File: src/rtl/if_stage_pkg.sv
// Shared types and constants for the instruction-fetch stage: PC width, reset PC,
// NOP encoding, fetch FSM state encoding and the buffered fetch entry.
package if_stage_pkg;

  localparam int              PC_W         = 64;
  localparam logic [PC_W-1:0] RESET_PC_DEF = 64'h0000_0000_8000_0000;
  localparam logic [31:0]     NOP_INST     = 32'h0000_0013;

  typedef enum logic [1:0] {
    ST_IDLE = 2'b00,
    ST_REQ  = 2'b01,
    ST_WAIT = 2'b10
  } fetch_state_t;

  typedef struct packed {
    logic [PC_W-1:0] pc;
    logic [31:0]     inst;
  } fetch_entry_t;

  // Fetch addresses are always word aligned; the low two bits are dropped.
  function automatic logic [PC_W-1:0] align_pc(input logic [PC_W-1:0] pc);
    return {pc[PC_W-1:2], 2'b00};
  endfunction

endpackage

File: src/rtl/if_stage_if.sv
// Bundle of the fetch stage's redirect, decode and instruction-memory signals.
// master = the fetch stage, slave = its environment (execute, decode, memory).
interface if_stage_if;
  import if_stage_pkg::*;

  logic            redirect_valid;
  logic [PC_W-1:0] redirect_pc;
  logic            id_ready;
  logic            inst_valid;
  logic [31:0]     inst;
  logic [PC_W-1:0] inst_addr;
  logic            imem_req_valid;
  logic            imem_req_ready;
  logic [PC_W-1:0] imem_req_addr;
  logic            imem_rsp_valid;
  logic [31:0]     imem_rsp_data;

  modport master (
    input  redirect_valid, redirect_pc, id_ready,
    input  imem_req_ready, imem_rsp_valid, imem_rsp_data,
    output inst_valid, inst, inst_addr,
    output imem_req_valid, imem_req_addr
  );

  modport slave (
    output redirect_valid, redirect_pc, id_ready,
    output imem_req_ready, imem_rsp_valid, imem_rsp_data,
    input  inst_valid, inst, inst_addr,
    input  imem_req_valid, imem_req_addr
  );

endinterface

File: src/rtl/if_fifo.sv
// Synchronous instruction buffer of {pc, inst} entries. Flush beats push and pop;
// push when full and pop when empty are ignored.
module if_fifo
  import if_stage_pkg::*;
#(
  parameter int DEPTH = 2
) (
  input  logic                       clk,
  input  logic                       rst_n,
  input  logic                       flush,
  input  logic                       push,
  input  fetch_entry_t               push_data,
  input  logic                       pop,
  output fetch_entry_t               head,
  output logic [$clog2(DEPTH+1)-1:0] count,
  output logic                       empty,
  output logic                       full
);

  localparam int PTR_W = (DEPTH > 1) ? $clog2(DEPTH) : 1;
  localparam int CNT_W = $clog2(DEPTH + 1);

  fetch_entry_t     mem_r [DEPTH];
  logic [PTR_W-1:0] wr_ptr_r;
  logic [PTR_W-1:0] rd_ptr_r;
  logic [CNT_W-1:0] count_r;
  logic             push_ok_s;
  logic             pop_ok_s;

  assign push_ok_s = push & (count_r != CNT_W'(DEPTH));
  assign pop_ok_s  = pop & (count_r != {CNT_W{1'b0}});
  assign head      = mem_r[rd_ptr_r];
  assign count     = count_r;
  assign empty     = (count_r == {CNT_W{1'b0}});
  assign full      = (count_r == CNT_W'(DEPTH));

  // Storage, pointers and occupancy; pointers wrap naturally since DEPTH is a power of two.
  always_ff @(posedge clk or negedge rst_n) begin
    if (!rst_n) begin
      wr_ptr_r <= {PTR_W{1'b0}};
      rd_ptr_r <= {PTR_W{1'b0}};
      count_r  <= {CNT_W{1'b0}};
      for (int i = 0; i < DEPTH; i++) begin
        mem_r[i] <= '{pc: 64'h0, inst: 32'h0};
      end
    end else if (flush) begin
      wr_ptr_r <= {PTR_W{1'b0}};
      rd_ptr_r <= {PTR_W{1'b0}};
      count_r  <= {CNT_W{1'b0}};
    end else begin
      if (push_ok_s) begin
        mem_r[wr_ptr_r] <= push_data;
        wr_ptr_r        <= wr_ptr_r + PTR_W'(1);
      end
      if (pop_ok_s) begin
        rd_ptr_r <= rd_ptr_r + PTR_W'(1);
      end
      case ({push_ok_s, pop_ok_s})
        2'b10:   count_r <= count_r + CNT_W'(1);
        2'b01:   count_r <= count_r - CNT_W'(1);
        default: count_r <= count_r;
      endcase
    end
  end

endmodule

File: src/rtl/if_stage.sv
// Instruction-fetch stage: owns the PC, issues single-outstanding fetches and buffers
// returned instructions for decode. Define IF_RSP_BYPASS_EN to forward responses straight to decode.
module if_stage
  import if_stage_pkg::*;
#(
  parameter logic [PC_W-1:0] RESET_PC   = RESET_PC_DEF,
  parameter int              FIFO_DEPTH = 2
) (
  input logic        clk,
  input logic        rst_n,
  if_stage_if.master bus
);

  localparam int CNT_W = $clog2(FIFO_DEPTH + 1);

  fetch_state_t     state_r;
  logic [PC_W-1:0]  pc_r;
  logic [PC_W-1:0]  rsp_pc_r;
  logic [PC_W-1:0]  req_addr_r;
  logic             req_valid_r;
  logic             outstanding_r;
  logic             kill_r;

  logic [CNT_W-1:0] fifo_count_s;
  logic             fifo_empty_s;
  logic             fifo_full_s;
  fetch_entry_t     head_s;
  fetch_entry_t     push_entry_s;
  logic             push_s;
  logic             pop_s;
  logic             flush_s;
  logic             handshake_s;
  logic             rsp_fire_s;
  logic             bypass_s;
  logic             resv_ok_s;
  logic             space_ok_s;
  logic [CNT_W:0]   resv_s;
  logic [CNT_W:0]   cnt_next_s;
  logic [PC_W-1:0]  redirect_tgt_s;

  if_fifo #(.DEPTH(FIFO_DEPTH)) u_fifo (
    .clk       (clk),
    .rst_n     (rst_n),
    .flush     (flush_s),
    .push      (push_s),
    .push_data (push_entry_s),
    .pop       (pop_s),
    .head      (head_s),
    .count     (fifo_count_s),
    .empty     (fifo_empty_s),
    .full      (fifo_full_s)
  );

  // FIFO control and reservation: a request is only issued if its response is guaranteed a slot.
  always_comb begin
    redirect_tgt_s = align_pc(bus.redirect_pc);
    handshake_s    = req_valid_r & bus.imem_req_ready;
    rsp_fire_s     = outstanding_r & bus.imem_rsp_valid;
    flush_s        = bus.redirect_valid;
    bypass_s       = 1'b0;
`ifdef IF_RSP_BYPASS_EN
    bypass_s       = fifo_empty_s & ~kill_r & ~bus.redirect_valid & rsp_fire_s;
`endif
    push_entry_s   = '{pc: rsp_pc_r, inst: bus.imem_rsp_data};
    push_s         = rsp_fire_s & ~kill_r & ~bus.redirect_valid & ~(bypass_s & bus.id_ready);
    pop_s          = ~fifo_empty_s & bus.id_ready & ~bus.redirect_valid;
    resv_s         = {1'b0, fifo_count_s} + {{CNT_W{1'b0}}, outstanding_r};
    resv_ok_s      = ~fifo_full_s & (resv_s < (CNT_W+1)'(FIFO_DEPTH));
    cnt_next_s     = {1'b0, fifo_count_s} + {{CNT_W{1'b0}}, push_s} - {{CNT_W{1'b0}}, pop_s};
    space_ok_s     = (cnt_next_s < (CNT_W+1)'(FIFO_DEPTH));
  end

  // Decode-facing outputs; an invalid slot always shows a NOP so decode never sees opcode 0.
  always_comb begin
    if (bypass_s) begin
      bus.inst_valid = 1'b1;
      bus.inst       = bus.imem_rsp_data;
      bus.inst_addr  = rsp_pc_r;
    end else if (!fifo_empty_s) begin
      bus.inst_valid = 1'b1;
      bus.inst       = head_s.inst;
      bus.inst_addr  = head_s.pc;
    end else begin
      bus.inst_valid = 1'b0;
      bus.inst       = NOP_INST;
      bus.inst_addr  = {PC_W{1'b0}};
    end
  end

  assign bus.imem_req_valid = req_valid_r;
  assign bus.imem_req_addr  = req_addr_r;

  // Fetch FSM; a redirect overrides everything, and kill marks an in-flight response as stale.
  always_ff @(posedge clk or negedge rst_n) begin
    if (!rst_n) begin
      state_r       <= ST_IDLE;
      pc_r          <= RESET_PC;
      rsp_pc_r      <= {PC_W{1'b0}};
      req_addr_r    <= {PC_W{1'b0}};
      req_valid_r   <= 1'b0;
      outstanding_r <= 1'b0;
      kill_r        <= 1'b0;
    end else begin
      case (state_r)
        ST_IDLE: begin
          if (bus.redirect_valid) begin
            pc_r        <= redirect_tgt_s;
            req_addr_r  <= redirect_tgt_s;
            req_valid_r <= 1'b1;
            state_r     <= ST_REQ;
          end else if (resv_ok_s) begin
            req_addr_r  <= pc_r;
            req_valid_r <= 1'b1;
            state_r     <= ST_REQ;
          end else begin
            state_r     <= ST_IDLE;
          end
        end
        ST_REQ: begin
          if (handshake_s) begin
            req_valid_r   <= 1'b0;
            outstanding_r <= 1'b1;
            rsp_pc_r      <= req_addr_r;
            state_r       <= ST_WAIT;
            if (bus.redirect_valid) begin
              pc_r   <= redirect_tgt_s;
              kill_r <= 1'b1;
            end else if (!kill_r) begin
              pc_r   <= pc_r + 64'd4;
            end else begin
              pc_r   <= pc_r;
            end
          end else if (bus.redirect_valid) begin
            // The old request must stay stable until accepted; the new PC is fetched next.
            pc_r   <= redirect_tgt_s;
            kill_r <= 1'b1;
          end else begin
            state_r <= ST_REQ;
          end
        end
        ST_WAIT: begin
          if (bus.imem_rsp_valid) begin
            outstanding_r <= 1'b0;
            kill_r        <= 1'b0;
            if (bus.redirect_valid) begin
              pc_r        <= redirect_tgt_s;
              req_addr_r  <= redirect_tgt_s;
              req_valid_r <= 1'b1;
              state_r     <= ST_REQ;
            end else if (space_ok_s) begin
              req_addr_r  <= pc_r;
              req_valid_r <= 1'b1;
              state_r     <= ST_REQ;
            end else begin
              state_r     <= ST_IDLE;
            end
          end else if (bus.redirect_valid) begin
            pc_r   <= redirect_tgt_s;
            kill_r <= 1'b1;
          end else begin
            state_r <= ST_WAIT;
          end
        end
        default: begin
          state_r     <= ST_IDLE;
          req_valid_r <= 1'b0;
        end
      endcase
    end
  end

endmodule

File: src/flat_wrapper.sv
// flat-port wrapper written by rule: the top's interface ports become plain ports
module if_stage_flat import if_stage_pkg::*;
#(
  parameter logic [PC_W-1:0] RESET_PC   = RESET_PC_DEF,
  parameter int              FIFO_DEPTH = 2
)
  (clk, rst_n, bus_redirect_valid, bus_redirect_pc, bus_id_ready, bus_imem_req_ready, bus_imem_rsp_valid, bus_imem_rsp_data, bus_inst_valid, bus_inst, bus_inst_addr, bus_imem_req_valid, bus_imem_req_addr);
  if_stage_if bus_i ();
  input logic clk;
  input logic rst_n;
  input wire logic [$bits(bus_i.redirect_valid)-1:0] bus_redirect_valid;
  input wire logic [$bits(bus_i.redirect_pc)-1:0] bus_redirect_pc;
  input wire logic [$bits(bus_i.id_ready)-1:0] bus_id_ready;
  input wire logic [$bits(bus_i.imem_req_ready)-1:0] bus_imem_req_ready;
  input wire logic [$bits(bus_i.imem_rsp_valid)-1:0] bus_imem_rsp_valid;
  input wire logic [$bits(bus_i.imem_rsp_data)-1:0] bus_imem_rsp_data;
  output wire logic [$bits(bus_i.inst_valid)-1:0] bus_inst_valid;
  output wire logic [$bits(bus_i.inst)-1:0] bus_inst;
  output wire logic [$bits(bus_i.inst_addr)-1:0] bus_inst_addr;
  output wire logic [$bits(bus_i.imem_req_valid)-1:0] bus_imem_req_valid;
  output wire logic [$bits(bus_i.imem_req_addr)-1:0] bus_imem_req_addr;
  assign bus_i.redirect_valid = bus_redirect_valid;
  assign bus_i.redirect_pc = bus_redirect_pc;
  assign bus_i.id_ready = bus_id_ready;
  assign bus_i.imem_req_ready = bus_imem_req_ready;
  assign bus_i.imem_rsp_valid = bus_imem_rsp_valid;
  assign bus_i.imem_rsp_data = bus_imem_rsp_data;
  assign bus_inst_valid = bus_i.inst_valid;
  assign bus_inst = bus_i.inst;
  assign bus_inst_addr = bus_i.inst_addr;
  assign bus_imem_req_valid = bus_i.imem_req_valid;
  assign bus_imem_req_addr = bus_i.imem_req_addr;
  if_stage #(.RESET_PC(RESET_PC), .FIFO_DEPTH(FIFO_DEPTH)) u_core (.clk(clk), .rst_n(rst_n), .bus(bus_i));
endmodule
File: config.mk
export PLATFORM = sky130hd
export DESIGN_NAME = if_stage_flat
export DESIGN_NICKNAME = d
export VERILOG_FILES = /design/src/rtl/if_stage_pkg.sv /design/src/rtl/if_stage_if.sv /design/src/rtl/if_fifo.sv /design/src/rtl/if_stage.sv /design/src/flat_wrapper.sv
export SDC_FILE = /design/constraint.sdc
export NUM_CORES = 1
export LEC_CHECK = 0
export ABC_AREA = 0
export ABC_CLOCK_PERIOD_IN_PS = 6000
export CELL_PAD_IN_SITES_DETAIL_PLACEMENT = 1
export CELL_PAD_IN_SITES_GLOBAL_PLACEMENT = 1
export CORE_ASPECT_RATIO = 0.8
export CORE_MARGIN = 2
export CORE_UTILIZATION = 25
export DETAILED_ROUTE_END_ITERATION = 10
export GPL_ROUTABILITY_DRIVEN = 0
export PLACE_DENSITY_LB_ADDON = 0.1
export SLEW_MARGIN = 20
export SYNTH_ARGS = -nofsm -noshare
export SYNTH_HDL_FRONTEND = slang
export SYNTH_SLANG_ARGS = --single-unit
File: constraint.sdc
create_clock -name clk -period 6 [get_ports clk]
set_input_delay 1.2 -clock clk [delete_from_list [all_inputs] [get_ports clk]]
set_output_delay 1.2 -clock clk [all_outputs]
set_load 0.05 [all_outputs]
# == Word level (Yosys, flattened, before mapping) ==
# Cells that the tools add are included.
# totals
reg_bits,393
out_inout_bits,162
# op_classes
mux,48
eq_ne,13
n_bitwise,15
reduce_logical,18
addsub,8
magnitude_cmp,5
# op_table
operator,n
2-to-1 mux 64 bit,10
2-to-1 mux 96 bit,4
case mux 64 bit (2 select lines),2
bitwise mux 192 bit,1
demux 96 bit (select 1 bit),1
adder 64 x 3 -> 64 bit (second input constant),1
2-to-1 mux 32 bit,1
2-to-1 mux 1 bit,17
2-to-1 mux 2 bit,7
nonzero test 2 bit,6
AND 1 bit,9
inequality test 3 x 2 -> 1 bit (second input constant),3
AND reduction 2 bit,4
AND reduction 4 bit,2
adder 2 x 1 -> 3 bit,2
equality test 2 bit (second input constant),3
less-than comparator 3 x 2 -> 1 bit (second input constant),2
case mux 2 bit (3 select lines),1
equality test 2 x 1 -> 1 bit (second input constant),2
greater-or-equal comparator 2 bit (second input constant),2
zero test 2 bit,2
inequality test 2 bit (second input constant),2
inequality test 4 bit (second input constant),1
inverter 1 bit,4
other kinds (15),18

# == Logic depth before layout (Yosys ltp) ==
# logic_depth
ltp_word,10
depth_mapped,16

# == By module ==
# A second synthesis with hierarchy kept.
# hier_totals
cells_unflattened,1779
hier_area_um2,19651.3
# by_module_without_submodules
module,n_inst,area_per_inst_um2,seq_area_each_um2,cells_per_inst
if_stage,1,10986.8,4931.0,1243
if_fifo,1,8664.6,4904.7,536

# == Worst setup path after synthesis ==
# No wires, ideal clock.
# synth_path
path_type,input-to-reg
start,input port bus_redirect_valid
end,register u_core.req_addr_r[51] (netlist: u_core.bus.imem_req_addr[51])
cell_stages,15
arrival_ns,4.277
path_slack_ns,1.641
n_path_buf,5
setup_ns,0.082
cell_sequence,clkbuf_1 -> buf_1 -> clkbuf_1 -> nor2_1 -> ha_1 -> nand2b_1 -> fa_1 -> xnor2_1 -> a21oi_1 -> a22oi_1 -> a21boi_0 -> clkbuf_1 -> clkbuf_1 -> nor2_1 -> a31oi_1
# synth_via
elab_chain_cells,7
word_cells_on_any_way,13
# synth_lines
item,line,source
start: declaration,flat_wrapper.sv:11,input wire logic [$bits(bus_i.redirect_valid)-1:0] bus_redirect_valid;
inverter 1 bit (no source line),--,
AND 1 bit,if_stage.sv:65,push_s = rsp_fire_s & ~kill_r & ~bus.redirect_valid & ~(bypass_s & bus.id_ready);
adder 2 x 1 -> 3 bit,if_stage.sv:69,"cnt_next_s = {1'b0, fifo_count_s} + {{CNT_W{1'b0}}, push_s} - {{CNT_W{1'b0}}, pop_s};"
subtractor 3 x 1 -> 3 bit,if_stage.sv:69,
less-than comparator 3 x 2 -> 1 bit,if_stage.sv:70,space_ok_s = (cnt_next_s < (CNT_W+1)'(FIFO_DEPTH));
inequality test 3 x 2 -> 1 bit (no source line),--,
AND reduction 4 bit (no source line),--,
end signal: assignment,if_stage.sv:99,req_addr_r <= {PC_W{1'b0}};
end signal: assignment,if_stage.sv:108,req_addr_r <= redirect_tgt_s;
end signal: assignment,if_stage.sv:112,req_addr_r <= pc_r;
end: declaration,if_stage.sv:19,logic [PC_W-1:0] req_addr_r;
# Several ways; a longest one is shown, not always the timed one. The select of a mux whose other input is x is not followed.
# A chain may end at the register's enable or synchronous reset.

# == Worst setup path after layout ==
# layout_path
start,register u_core.u_fifo.count_r[0] (netlist: u_core.u_fifo.count[0])
end,output port bus_inst_addr[1]
# layout_via
elab_chain_cells,2
# layout_lines
item,line,source
start: declaration,if_fifo.sv:26,logic [CNT_W-1:0] count_r;
start signal: assignment,if_fifo.sv:42,count_r <= {CNT_W{1'b0}};
start signal: assignment,if_fifo.sv:49,count_r <= {CNT_W{1'b0}};
start signal: assignment,if_fifo.sv:59,2'b10: count_r <= count_r + CNT_W'(1);
zero test 2 bit,if_fifo.sv:34,assign empty = (count_r == {CNT_W{1'b0}});
2-to-1 mux 64 bit,if_stage.sv:79,end else if (!fifo_empty_s) begin
end: declaration,flat_wrapper.sv:19,output wire logic [$bits(bus_i.inst_addr)-1:0] bus_inst_addr;
# No other way between the ends.

==> metrics.log <==
INFO  metric status = finished clean
INFO  metric grt_antenna_before_repair = 12
INFO  metric clk_pin_slew_worst_paths = approximately 0.060 ns
INFO  metric finalClockSkew = between 0.03 and 0.04 ns
INFO  metric timing.critical_path.buf_inv = 2
INFO  metric cts_tree = yes
INFO  metric synth_most_common_cell = dfrtp_1
INFO  metric postCtsSetupBuffers = 0
INFO  metric seq_area_frac_synth = 0.529
INFO  metric ys_top_cells_by_area = dfrtp_1, mux2_2, mux2i_1
INFO  metric all_layer_global_routing_usage = 0.159
INFO  metric postSynth.topFlopCell = dfrtp_1
INFO  metric critPathRequiredTime = 4.80 ns
INFO  metric worst_slew_pin_slew = around 1.1 ns
INFO  metric hpwl_after_detailed_placement = 41000 microns
INFO  metric port_buffers = about 260
INFO  metric die_area = 76600 sq um
INFO  metric path_max_fanout = 46
INFO  metric drt_iter0_drc = 480
INFO  metric core.rowCount = 89
INFO  metric timing.hold.worst.class = reg2reg
INFO  metric maxSlewHeadroom = 0.272
INFO  metric clockBufferDepth = 3
INFO  metric endpoint_class_of_the_critical_path = primary output
INFO  metric fmaxAchievable = 223 MHz
INFO  metric synth_edf_count = 0
INFO  metric root_buffer = clkbuf_16
INFO  metric grt_setup_unrepaired = false
INFO  metric worstPathCellList = nor2_4 > buf_4 > nor2_1 > clkdlybuf4s50_1
INFO  metric postSynthCellCount = between 1500 and 2000
INFO  metric ys_types = 67
INFO  metric drc_errors = 0
INFO  metric critPathArrivalTime = between 3 and 4 ns
INFO  metric yosys_warnings = 0
INFO  metric final.setup.tns = 0 ns
INFO  metric design.portCount = 264
INFO  metric cts_hold_buffers = 0
INFO  metric fin_total_pwr = about 11 mW
INFO  metric yosys.area.top_type_share = 0.528
INFO  metric report.final.setup_viol = 0
INFO  metric grt_pass1_vias = between 10000 and 15000
INFO  metric syn_nets = between 1500 and 2000
INFO  metric period_share = 0.747
INFO  metric detail_route.wl_per_cell = between 20 and 25 microns
INFO  metric post_synth_mux_area_share = 0.234
INFO  metric clk-insertion-delay-late = a little under 0.6 ns
INFO  metric synth-adder-area-share = 0.00512
INFO  metric final_nets = roughly 2000
INFO  metric min_period = around 4.5 ns
INFO  metric htree_num_levels = 2
INFO  metric worst_path_dominant_cell_family = buffers and inverters
INFO  metric die_width = 309 microns
INFO  metric avg_synthesized_cell_area = 11.2 sq um
INFO  metric critPathKind = reg2out
INFO  metric detail_route.wirelength = about 61000 microns
INFO  metric viasPerCell = ~4.7
INFO  metric firstDrtPassIters = 6
INFO  metric crit_path_start_kind = flip-flop
INFO  metric die_h = roughly 250 microns
INFO  metric area_growth_syn_to_layout = 28.8%
INFO  metric xor_xnor_cell_area_share_of_the_yosys_netlist = 0.00141
INFO  metric netlist_area = between 15000 and 20000 sq um
INFO  metric synth_top_area_cell = dfrtp_1
INFO  metric largest_net_degree_at_the_start_of_global_routing = roughly 120
INFO  metric power_leakage = a little under 10 nW
INFO  metric slew_viol_final = 0
INFO  metric cts_sinks = around 390
INFO  metric floorplan.core_area = 73700 sq um
INFO  metric routed-via-count = ~14000
INFO  metric ctsResizeCount = 0
INFO  metric start_util = 0.252
INFO  metric grt-ovfl-total = 0
INFO  metric largest_family_of_logic_cells_by_synthesized_area = multiplexers
INFO  metric synth-simple-area-share = 0.108
INFO  metric cellPowerDensity = between 400 and 500 nW/um^2
INFO  metric route.antenna.remaining_nets = 0
INFO  metric number_of_hold_violations_in_the_final_report = 0
INFO  metric critPathSlowestCell = clkdlybuf4s50_1
INFO  metric yosys_register_bits = between 300 and 400
INFO  metric vdd_drop_max = 366 uV
INFO  metric numCtsBuffers = 49
INFO  metric global_route_wire_length_before_repair = ~93000 microns
INFO  metric share_of_the_synthesized_area_in_compound_gates_ao_oa_aoi_oai = 0.0924
INFO  metric final_layout_size_suffix_gt1_frac = 0.198
INFO  metric max_cap_viol_count = 0
INFO  metric synth_commonest_cells = dfrtp_1, mux2_2, nor2_1
INFO  metric timing.critical_path.slowest_cell_delay = about 0.76 ns
INFO  metric async_set_or_reset_register_ratio_after_synthesis = 1.00
==> worst paths after layout <==
check | start | end | slack [ns] | cells after the start
hold / removal | u_core.u_fifo.mem_r[36]$_DFFE_PN0P_ | u_core.u_fifo.mem_r[36]$_DFFE_PN0P_ | 0.50 | 1
hold reg to reg | u_core.u_fifo.mem_r[36]$_DFFE_PN0P_ | u_core.u_fifo.mem_r[36]$_DFFE_PN0P_ | 0.50 | 1
max in group asynchronous | rst_n | u_core.u_fifo.mem_r[141]$_DFFE_PN0P_ | 3.96 | 2
setup reg to reg | u_core.u_fifo.count[0]$_DFFE_PN0P_ | u_core.bus.imem_req_addr[38]$_DFFE_PN0P_ | 1.89 | 14
min in group asynchronous | rst_n | u_core.u_fifo.mem_r[189]$_DFFE_PN0P_ | 0.71 | 1
setup / recovery | u_core.u_fifo.count[0]$_DFFE_PN0P_ | bus_inst_addr[1] | 1.52 | 4
==> placed cells by master, fill, tap and decap left out, drive strengths merged, types with 25 or more instances in the layout <==
cell type | synthesis | final
a21oi | 113 | 113
a31oi | 25 | 25
buf | 26 | 26
clkbuf | 89 | 73
clkdlybuf4s50 | 0 | 259
dfrtp | 392 | 392
inv | 29 | 29
mux2 | 254 | 254
mux2i | 148 | 148
nand2 | 85 | 85
nand3 | 40 | 40
nor2 | 192 | 192
o21ai | 62 | 62
==> per-stage QoR <==
stage / util / worst slack, ns / hold slack [ns] / instance area, sq um / std cells
after floorplan: - / 1.64 / 0.461 / 18600 / 1662
after global placement: 0.303 / 1.16 / 0.485 / 22400 / 2833
after detailed placement: 0.303 / 1.14 / 0.493 / 22400 / 2833
after CTS: 0.324 / 1.37 / 0.507 / 23900 / 2921
after global routing: 0.325 / 1.25 / 0.514 / 23900 / 2922
final: 0.325 / 1.52 / 0.502 / 23900 / 2925
==> registers in the layout, indices dropped and copies added (netlist names) <==
| name | cells |
|---|---|
| u_core.u_fifo.wr_ptr_r | 1 |
| u_core.state_r | 2 |
| u_core.kill_r | 1 |
| u_core.u_fifo.mem_r | 192 |
| u_core.outstanding_r | 1 |
| u_core.u_fifo.rd_ptr_r | 1 |
| u_core.rsp_pc_r | 64 |
| u_core.bus.imem_req_valid | 1 |
| u_core.bus.imem_req_addr | 64 |
| u_core.pc_r | 64 |
| u_core.u_fifo.count | 2 |
==> power breakdown <==
group	leakage, nW	total, mW	internal [mW]	switching (mW)
combinational	4.12	3.87	1.56	2.31
sequential	4.92	4.43	3.58	0.852
clock	0.778	2.91	1.70	1.20
total	9.81	11.2	6.85	4.36
==> logic make-up after synthesis <==
group,count (synthesis)
adders and majority gates,7
and+or+nand+nor,427
xor gates and xnor gates,3
muxes,402
buffers and inverters,144
DFF,393
AOI/OAI and AO/OA,286
==> per-layer routing <==
layer | up-vias | share of wire | global-route usage
met5 | - | 0.0016 | 0
met2 | 163 | 0.48 | 0.263
met3 | 78 | 0.041 | 0.0348
met1 | 7155 | 0.47 | 0.212
li1 | 6405 | - | -
met4 | 16 | 0.016 | 0.0337
==> area by class of cell <==
class                   count  area [sq um]
fillers                  8063         49800
flip-flops and latches    393          9840
multi-input cells        1125          8270
repair buffers            285          2890
clock buffers              73          1450
well taps                1001          1250
clock inverters            15           118
inverters                  29           109
diodes                      4          10.0
(Power assumes the default switching activity.)
